===== config.mk =====
export PLATFORM = sky130hd
export DESIGN_NAME = stepper_move_ctrl
export DESIGN_NICKNAME = d
export VERILOG_FILES = /design/src/rtl/stepper_move_ctrl.sv
export SDC_FILE = /design/constraint.sdc
export NUM_CORES = 1
export LEC_CHECK = 0
export BUFFER_PORTS_ARGS = -buffer_cell sky130_fd_sc_hd__buf_2
export CAP_MARGIN = 30
export CORE_MARGIN = 2
export CORE_UTILIZATION = 30
export CTS_BUF_LIST = sky130_fd_sc_hd__clkbuf_16
export DETAILED_ROUTE_END_ITERATION = 7
export GPL_TIMING_DRIVEN = 1
export PLACE_DENSITY_LB_ADDON = 0.1
export SETUP_SLACK_MARGIN = 0.3
export SLEW_MARGIN = 15
export SYNTH_ARGS = -nofsm -noshare
export SYNTH_HDL_FRONTEND = slang
export SYNTH_SLANG_ARGS = --single-unit

===== constraint.sdc =====
create_clock -name clk -period 8.5 [get_ports clk]
set_input_delay 2.125 -clock clk [delete_from_list [all_inputs] [get_ports clk]]
set_output_delay 2.125 -clock clk [all_outputs]
set_load 0.05 [all_outputs]

===== src/rtl/stepper_move_ctrl.sv =====
// Move sequencer for the 4-phase stepper driver: runs a counted move, watches the
// driver's one-hot phase for progress, stops the motor and flags phase/stall faults.
//
// state  | meaning
// IDLE   | motor stopped, waiting for start
// RUN    | dir commanded, counting step events toward the target
// STOP   | dir=00, waiting for the driver to report phase 0
// FAULT  | motor stopped, fault_code held until fault_clr
module stepper_move_ctrl #(
  parameter int W            = 16,
  parameter int STALL_CYCLES = 1024
) (
  input  logic         clk,
  input  logic         reset_n,
  input  logic         start,
  input  logic         reel_out,
  input  logic [W-1:0] steps,
  input  logic         abort,
  input  logic         fault_clr,
  input  logic [3:0]   phase,
  output logic [1:0]   dir,
  output logic         busy,
  output logic         done,
  output logic         fault,
  output logic [1:0]   fault_code,
  output logic [W-1:0] step_count
);

  localparam logic [1:0] S_IDLE  = 2'd0;
  localparam logic [1:0] S_RUN   = 2'd1;
  localparam logic [1:0] S_STOP  = 2'd2;
  localparam logic [1:0] S_FAULT = 2'd3;

  localparam logic [1:0] C_NONE    = 2'b00;
  localparam logic [1:0] C_ILLEGAL = 2'b01;
  localparam logic [1:0] C_SEQ     = 2'b10;
  localparam logic [1:0] C_STALL   = 2'b11;

  localparam int              WD_W    = $clog2(STALL_CYCLES) + 1;
  localparam logic [WD_W-1:0] WD_LAST = WD_W'(STALL_CYCLES - 1);
  localparam logic [WD_W-1:0] WD_ONE  = WD_W'(1);
  localparam logic [W-1:0]    CNT_ONE = W'(1);

  logic [1:0]      state_q, state_d;
  logic [3:0]      phase_q;
  logic [W-1:0]    target_q, target_d;
  logic            reel_q, reel_d;
  logic [WD_W-1:0] wd_q, wd_d;
  logic [W-1:0]    count_d;
  logic [1:0]      code_d;
  logic            done_d;

  logic            phase_chg, phase_ok, step_evt, wd_expire;
  logic [3:0]      exp_phase;

  function automatic logic [3:0] next_phase(input logic [3:0] q, input logic out);
    logic [3:0] r;
    r = 4'd0;
    case (q)
      4'd0:    r = out ? 4'd1 : 4'd8;
      4'd1:    r = out ? 4'd2 : 4'd8;
      4'd2:    r = out ? 4'd4 : 4'd1;
      4'd4:    r = out ? 4'd8 : 4'd2;
      4'd8:    r = out ? 4'd1 : 4'd4;
      default: r = 4'd0;
    endcase
    return r;
  endfunction

  always_comb begin
    phase_chg = (phase != phase_q);
    phase_ok  = (phase == 4'd0) || (phase == 4'd1) || (phase == 4'd2) ||
                (phase == 4'd4) || (phase == 4'd8);
    step_evt  = phase_chg && phase_ok && (phase != 4'd0);
    exp_phase = next_phase(phase_q, reel_q);
    wd_expire = (wd_q == WD_LAST);

    state_d  = state_q;
    target_d = target_q;
    reel_d   = reel_q;
    count_d  = step_count;
    code_d   = fault_code;
    done_d   = 1'b0;
    wd_d     = '0;

    case (state_q)
      S_IDLE: begin
        if (start) begin
          count_d = '0;
          if (steps == '0) begin
            done_d = 1'b1;
          end else begin
            target_d = steps;
            reel_d   = reel_out;
            state_d  = S_RUN;
          end
        end
      end
      S_RUN: begin
        wd_d = wd_q + WD_ONE;
        if (phase_chg && (!phase_ok || phase == 4'd0)) begin
          state_d = S_FAULT;
          code_d  = C_ILLEGAL;
        end else if (phase_chg && phase != exp_phase) begin
          state_d = S_FAULT;
          code_d  = C_SEQ;
        end else begin
          if (phase_chg) begin
            wd_d = '0;
            if (step_count < target_q) count_d = step_count + CNT_ONE;
          end
          // a step landing with abort is still counted before stopping
          if (count_d == target_q || abort) begin
            state_d = S_STOP;
            wd_d    = '0;
          end else if (!phase_chg && wd_expire) begin
            state_d = S_FAULT;
            code_d  = C_STALL;
          end
        end
      end
      S_STOP: begin
        wd_d = wd_q + WD_ONE;
        if (!phase_ok) begin
          state_d = S_FAULT;
          code_d  = C_ILLEGAL;
        end else if (phase == 4'd0) begin
          state_d = S_IDLE;
          done_d  = 1'b1;
        end else if (step_evt) begin
          // overshoot step from driver tick alignment: not counted, but it is progress
          wd_d = '0;
        end else if (wd_expire) begin
          state_d = S_FAULT;
          code_d  = C_STALL;
        end
      end
      default: begin
        if (fault_clr) begin
          state_d = S_IDLE;
          code_d  = C_NONE;
        end
      end
    endcase
  end

  always_ff @(posedge clk) begin
    if (!reset_n) begin
      state_q    <= S_IDLE;
      phase_q    <= 4'd0;
      target_q   <= '0;
      reel_q     <= 1'b0;
      wd_q       <= '0;
      dir        <= 2'b00;
      busy       <= 1'b0;
      done       <= 1'b0;
      fault      <= 1'b0;
      fault_code <= C_NONE;
      step_count <= '0;
    end else begin
      state_q    <= state_d;
      phase_q    <= phase;
      target_q   <= target_d;
      reel_q     <= reel_d;
      wd_q       <= wd_d;
      dir        <= (state_d == S_RUN) ? {1'b1, reel_d} : 2'b00;
      busy       <= (state_d == S_RUN) || (state_d == S_STOP);
      done       <= done_d;
      fault      <= (state_d == S_FAULT);
      fault_code <= code_d;
      step_count <= count_d;
    end
  end

endmodule


==> reports/metrics.yaml, run 1 <==
detailed_routing:
  via_count: 3657
  drc_errors: 0
  firstDrtPassIters: 5
  totalWireLength_um: 11100
  viasPerCell: 5.28
  post_drt_wl_per_cell_um: 16.0
  initialDrtViolationCount: 271
  ant_nets: 0
setup_path:
  cp.required_ns: 8.71
  r2r_cells: 13
  r2r_start: "target_q[15]"
  endpoint_kind: "register"
  crit_fanout: 11
  start_kind: "primary input"
  rrSetupSlack_ns: 4.69
  r2r_end: "busy"
  worstSetupPathType: "in2reg"
  crit_arrival_ns: 5.12
synth:
  yosys.area.top_type: "dfxtp_1"
  syn_area_sq_mm: 0.00388
  syn-mean-instance-area_sq_um: 8.11
  synth-edff-count: 0
  synth_top_area_share: 0.294
  yosysSeqAreaShare: 0.294
  synth_top_family_by_area: "simple AND/OR/NAND/NOR gates"
  synth-simple-area-share: 0.272
  synthAdderAreaFrac: 0.0771
  yosysWarnings: 0
  synth.area.top_cells: "dfxtp_1 (29%), ha_1 (7.4%), mux2i_1 (4.9%), xor2_1 (4.5%), nor2_1 (4.5%)"
  synth-xor-area-share: 0.0745
  muxShareOfSynthArea: 0.0520
  synth_compound_area_frac: 0.179
  netlist-cell-type-count: 65
  async_flop_share: 0
  syn-instance-count: 478
  yosys_most_used_dff: "dfxtp_1"
  synth_fp_nets: 527
  synth-seq-cells: 57
power:
  power.switching_mw: 0.435
  leakage_nw: 1.79
  seqPwrFrac: 0.297
  clkPwrFrac: 0.307
  sw_frac_of_total: 0.388
  p_int_mw: 0.685
  power_frac_comb: 0.396
  irDropWorstVdd_mv: 0.101
  power_density_mw_per_mm2: 248
grt:
  grt_pass1_wl_um: 17900
  grt_max_degree: 36
  grt_overflow_total: 0
  grt_pass1_vias: 3459
  antenna_found_initial: 0
  grtUsageTotal: 0.162
floorplan:
  fp.dieArea_sq_mm: 0.0138
  die_x_um: 118
  die_y_um: 118
  ios: 49
  rows: 41
  initial_core_util: 0.307
  core_area_sq_mm: 0.0126
hold_path:
  hold_depth: 2
  min_from: "fault_code[1]"
  hold_path.class: "reg2reg"
  hold_end: "fault_code[1]"
finish:
  insertedDiodeCount: 0
  final_common_cell: "dfxtp_1"
  nets: 565
  drive_gt1_frac: 0.165
  final_cell_mix: "dfxtp_1 (57), buf_2 (48), nor2_1 (46)"
  areaGrowthSynthToFinish_pct: 16.6
  post-route-util: 0.358
clocking:
  ctsResizeCount: 0
  clk_pin_slew_ns: 0.05
  postCtsSetupBuffers: 0
  cts_hold_buf: 0
  numCtsBuffers: 9
  cts_sinks: 57
  htree_num_levels: 3
  clock_latency_ns: 0.33
  cts_tree: "yes"
  cts_root_buf: "clkbuf_16"
  cts_buffer_depth: 2
placed_design:
  gp_congestion: 0.821
  dpl.hpwl_um: 8300
  numPortBuffers: 48
sta:
  tns_ns: 0
  slew_headroom: 0.450
  setup_viol: 0
  max_freq_ghz: 0.204
  period_share: 0.577
  worst_slew_pin_slew_ns: 0.819
  slew_violations: 0
  hold_violations: 0
  skew_ns: 0.00596
  rsz0062_at_grt: "no"
  fin_crit_ns: 4.91
run:
  cap_violations: 0
status:
  outcome: "complete, no violations"
## cell usage after synthesis (all sizes together) (4+ instances only)
library cell and instances:
nand2b 8, o21ai 28, or3b 4, or3 8, xor2 20, mux2i 19, a211oi 4, or2 4
nor4 11, a31oi 7, dfxtp 57, buf 6, a21o 4, nand3 21, nor2 46, ha 23
nand2 22, xnor2 13, nand4 14, and2 9, inv 22, a21oi 33, a211o 4, nor3 22
clkbuf 16, and3 10, o22ai 5
## how the worst max path moves through the flow
stage / start / endpoint / slack (ns) / cells after the start
floorplan: phase[1] / busy / 3.77 / 11
global placement: phase[1] / busy / 3.30 / 12
detailed placement: phase[1] / dir[0] / 3.24 / 12
CTS: phase[1] / busy / 3.60 / 12
global route: phase[1] / busy / 3.40 / 12
finish: phase[1] / busy / 3.59 / 12
## metrics by stage
step | hold slack (ns) | cell area, sq um | total power, mW | cells | setup WS (ns)
after floorplan | 0.452 | 3880 | 0.683 | 478 | 3.77
after global placement | 0.444 | 4240 | 0.780 | 677 | 3.30
after detailed placement | 0.454 | 4240 | 0.780 | 677 | 3.24
after CTS | 0.461 | 4520 | 1.13 | 693 | 3.60
after global routing | 0.476 | 4520 | 1.20 | 693 | 3.40
final | 0.457 | 4520 | 1.12 | 693 | 3.59
## cell families after synthesis
group | after synthesis
AO/OA/AOI/OAI | 104
multiplexers | 20
XOR/XNOR | 33
AND/OR/NAND/NOR | 194
adder cells (fa/ha/maj) | 24
flip-flops | 57
buffers and inverters | 46
## power by group through the flow
stage	Combinational, mW	Clock (mW)	Sequential (mW)
final	0.443	0.344	0.332
after global routing	0.489	0.370	0.337
after CTS	0.446	0.355	0.332
after detailed placement	0.443	0	0.338
after global placement	0.443	0	0.337
after floorplan	0.330	0	0.353
## state kept, by name (all words and copies together) (netlist names)
register and cells:
busy 1, dir 2, done 1, fault 1, fault_code 2, phase_q 4, reel_q 1, state_q 2
step_count 16, target_q 16, wd_q 11
## critical path, cell delays in order
cell and delay (ns):
buf_2 0.16, xor2_1 0.20, nor4_4 0.56, nor3_2 0.12
nand3_1 0.26, nand4_1 0.13, a211o_1 0.34, or4_4 0.57
a21oi_2 0.18, o21ai_0 0.12, ha_1 0.30, nor2_1 0.04
## metal layers
layer | track usage | vias up | share of wire
met4 | 0.0557 | 0 | 0.016
li1 | - | 1806 | -
met2 | 0.269 | 105 | 0.47
met5 | 0 | - | 0
met3 | 0.0431 | 13 | 0.052
met1 | 0.204 | 1733 | 0.46
## layout make-up
type	instances	area, sq um
Sequential cell	57	1140
Clock inverter	7	55.1
Clock buffer	9	225
Fill cell	1389	8100
Tap cell	172	215
Inverter	23	86.3
Multi-Input combinational cell	375	2540
Timing Repair Buffer	50	255
No activity file was read; power rests on OpenSTA's default activity.
==> inputs of run 2 (changes only) <==
Clock period 8.5 ns to 4.7 ns, I/O delays scaled along.
==> run 2 against run 1 <==
  * Design area is 0.72% higher
  * Combinational power is 81% higher
  * Die area stayed put
  * Global-route usage is 0.62 points higher
  * Critical path type unchanged
  * Largest power group unchanged
==> reports/metrics.yaml, run 2 (synthesis results as in run 1) <==
sta:
  setup_viol: 0  # unchanged
  skew_ns: 0.00655  # +0.000590 ns
  hold_violations: 0  # unchanged
  period_share: 0.848
  max_freq_ghz: 0.251
  tns_ns: 0  # unchanged
  worst_slew_pin_slew_ns: 0.831  # +0.0128 ns
  slew_violations: 0  # unchanged
  holdWs_ns: 0.453  # -0.00407 ns
  rsz0062_at_grt: "no"
  slew_headroom: 0.441  # -0.00860
  fin_crit_ns: 3.99
power:
  leakage_nw: 1.81  # +1.1%
  irDropWorstVdd_mv: 0.229  # +130%
  power_density_mw_per_mm2: 458  # +85%
finish:
  drive_gt1_frac: 0.167  # +0.00160
  nets: 566  # +0.18%
  top_regs: "step_count: 16 flops, target_q: 16 flops, wd_q: 11 flops"
  insertedDiodeCount: 0  # unchanged
  final_cell_mix: "dfxtp_1 (57), buf_2 (48), nor2_1 (46)"
  final_common_cell: "dfxtp_1"
  areaGrowthSynthToFinish_pct: 17.4
setup_path:
  r2r_cells: 13  # unchanged
  cp_cell_sequence: "buf_2, xor2_1, nor4_4, nor3_2, nand3_1, nand4_1, a211o_1, or4_4, a21oi_2, o21ai_0, ha_1, nor2_1"
  rrSetupSlack_ns: 0.84  # -3.85 ns
  worstSetupPathType: "in2reg"
  r2r_start: "target_q[15]"
  cp.required_ns: 4.92  # -3.79 ns
  crit_arrival_ns: 4.20  # -0.92 ns
  start_kind: "primary input"
  cpMaxStageDelayCell: "or4_4"
  endpoint_kind: "register"
  crit_fanout: 11  # unchanged
  r2r_end: "busy"
  crit_path_max_incr_delay_ns: 0.57  # about the same
clocking:
  ctsResizeCount: 0  # unchanged
  cts_buffer_depth: 2  # unchanged
  cts_sinks: 57  # unchanged
  numCtsBuffers: 9  # unchanged
  postCtsSetupBuffers: 0  # unchanged
  cts_hold_buf: 0  # unchanged
  clk_pin_slew_ns: 0.05  # about the same
  htree_num_levels: 3  # unchanged
  cts_root_buf: "clkbuf_16"
  clock_latency_ns: 0.34  # about the same
  cts_tree: "yes"
floorplan:
  die_y_um: 118  # unchanged
  rows: 41  # unchanged
  die_x_um: 118  # unchanged
  fp.dieArea_sq_mm: 0.0138  # unchanged
  core_area_sq_mm: 0.0126  # unchanged
  initial_core_util: 0.307  # unchanged
  ios: 49  # unchanged
grt:
  grt_pass1_vias: 3603  # +4.2%
  grt_max_degree: 36  # unchanged
  grtUsageTotal: 0.169  # +0.00618
  grt_pass1_wl_um: 18600  # +3.7%
  antenna_found_initial: 0  # unchanged
  grt_overflow_total: 0  # unchanged
status:
  outcome: "complete, no violations"
detailed_routing:
  via_count: 3639  # -0.49%
  firstDrtPassIters: 4  # -1
  initialDrtViolationCount: 283  # +4.4%
  drc_errors: 0  # unchanged
  viasPerCell: 5.24  # -0.64%
  post_drt_wl_per_cell_um: 16.1  # +0.76%
  totalWireLength_um: 11200  # +0.91%
  ant_nets: 0  # unchanged
hold_path:
  hold_end: "fault_code[1]"
  hold_path.class: "reg2reg"
  hold_depth: 2  # unchanged
  min_from: "fault_code[1]"
placed_design:
  numPortBuffers: 48  # unchanged
  dpl.hpwl_um: 8460  # +2.0%
  gp_congestion: 0.831  # +1.2%
run:
  cap_violations: 0  # unchanged
-- run 2: cell count changes in the layout (fill, tap and decap cells not counted), sizes merged --
| cell | before | now |
|---|---|---|
| buf | 50 | 51 |
| clkinv | 4 | 2 |
| inv | 25 | 26 |
| bufinv | 1 | 2 |
-- run 2: power by group --
part           switching, mW  total (mW)  internal [mW]
combinational          0.505       0.804          0.300
clock                  0.227       0.681          0.454
sequential            0.0597       0.600          0.541
total                  0.791        2.09           1.29
-- run 2: routing by layer --
metal	vias to the layer above	part of all wire	track usage	wire [um]
li1	1813	-	-	-
met1	1709	0.46	0.210	5170
met2	97	0.46	0.272	5190
met3	20	0.049	0.0436	548
met4	0	0.027	0.0776	306
met5	-	0	0	0
-- run 2: layout make-up --
class	instances	area, sq um
flip-flops and latches	57	1140
fillers	1384	8070
clock buffers	9	225
repair buffers	51	263
clock inverters	7	80.1
multi-input cells	375	2540
inverters	23	86.3
well taps	172	215
-- run 2: metrics by stage --
stage / worst slack, ns / utilization / power, mW / instance area, sq um / instances
finish: 0.714 / 0.361 / 2.09 / 4550 / 694
CTS: 0.709 / 0.361 / 2.11 / 4550 / 694
global route: 0.503 / 0.361 / 2.24 / 4550 / 694
detailed placement: 0.358 / 0.337 / 1.42 / 4250 / 678
global placement: 0.460 / 0.337 / 1.41 / 4250 / 678
floorplan: 0.922 / - / 1.24 / 3880 / 478
-- run 2: how the worst max path moves through the flow --
stage,start,endpoint,slack [ns]
CTS,phase[1],busy,0.71
global placement,phase[1],busy,0.46
detailed placement,phase[1],busy,0.36
global route,phase[1],busy,0.50
floorplan,phase[1],busy,0.92
finish,phase[1],busy,0.71
-- run 2: worst max-delay path, delay by kind of cell --
family	cells	cell delay, ns
fa+ha+maj	1	0.31
compound gates	3	0.65
buf+inv	1	0.16
xor+xnor	1	0.21
simple gates	6	1.69
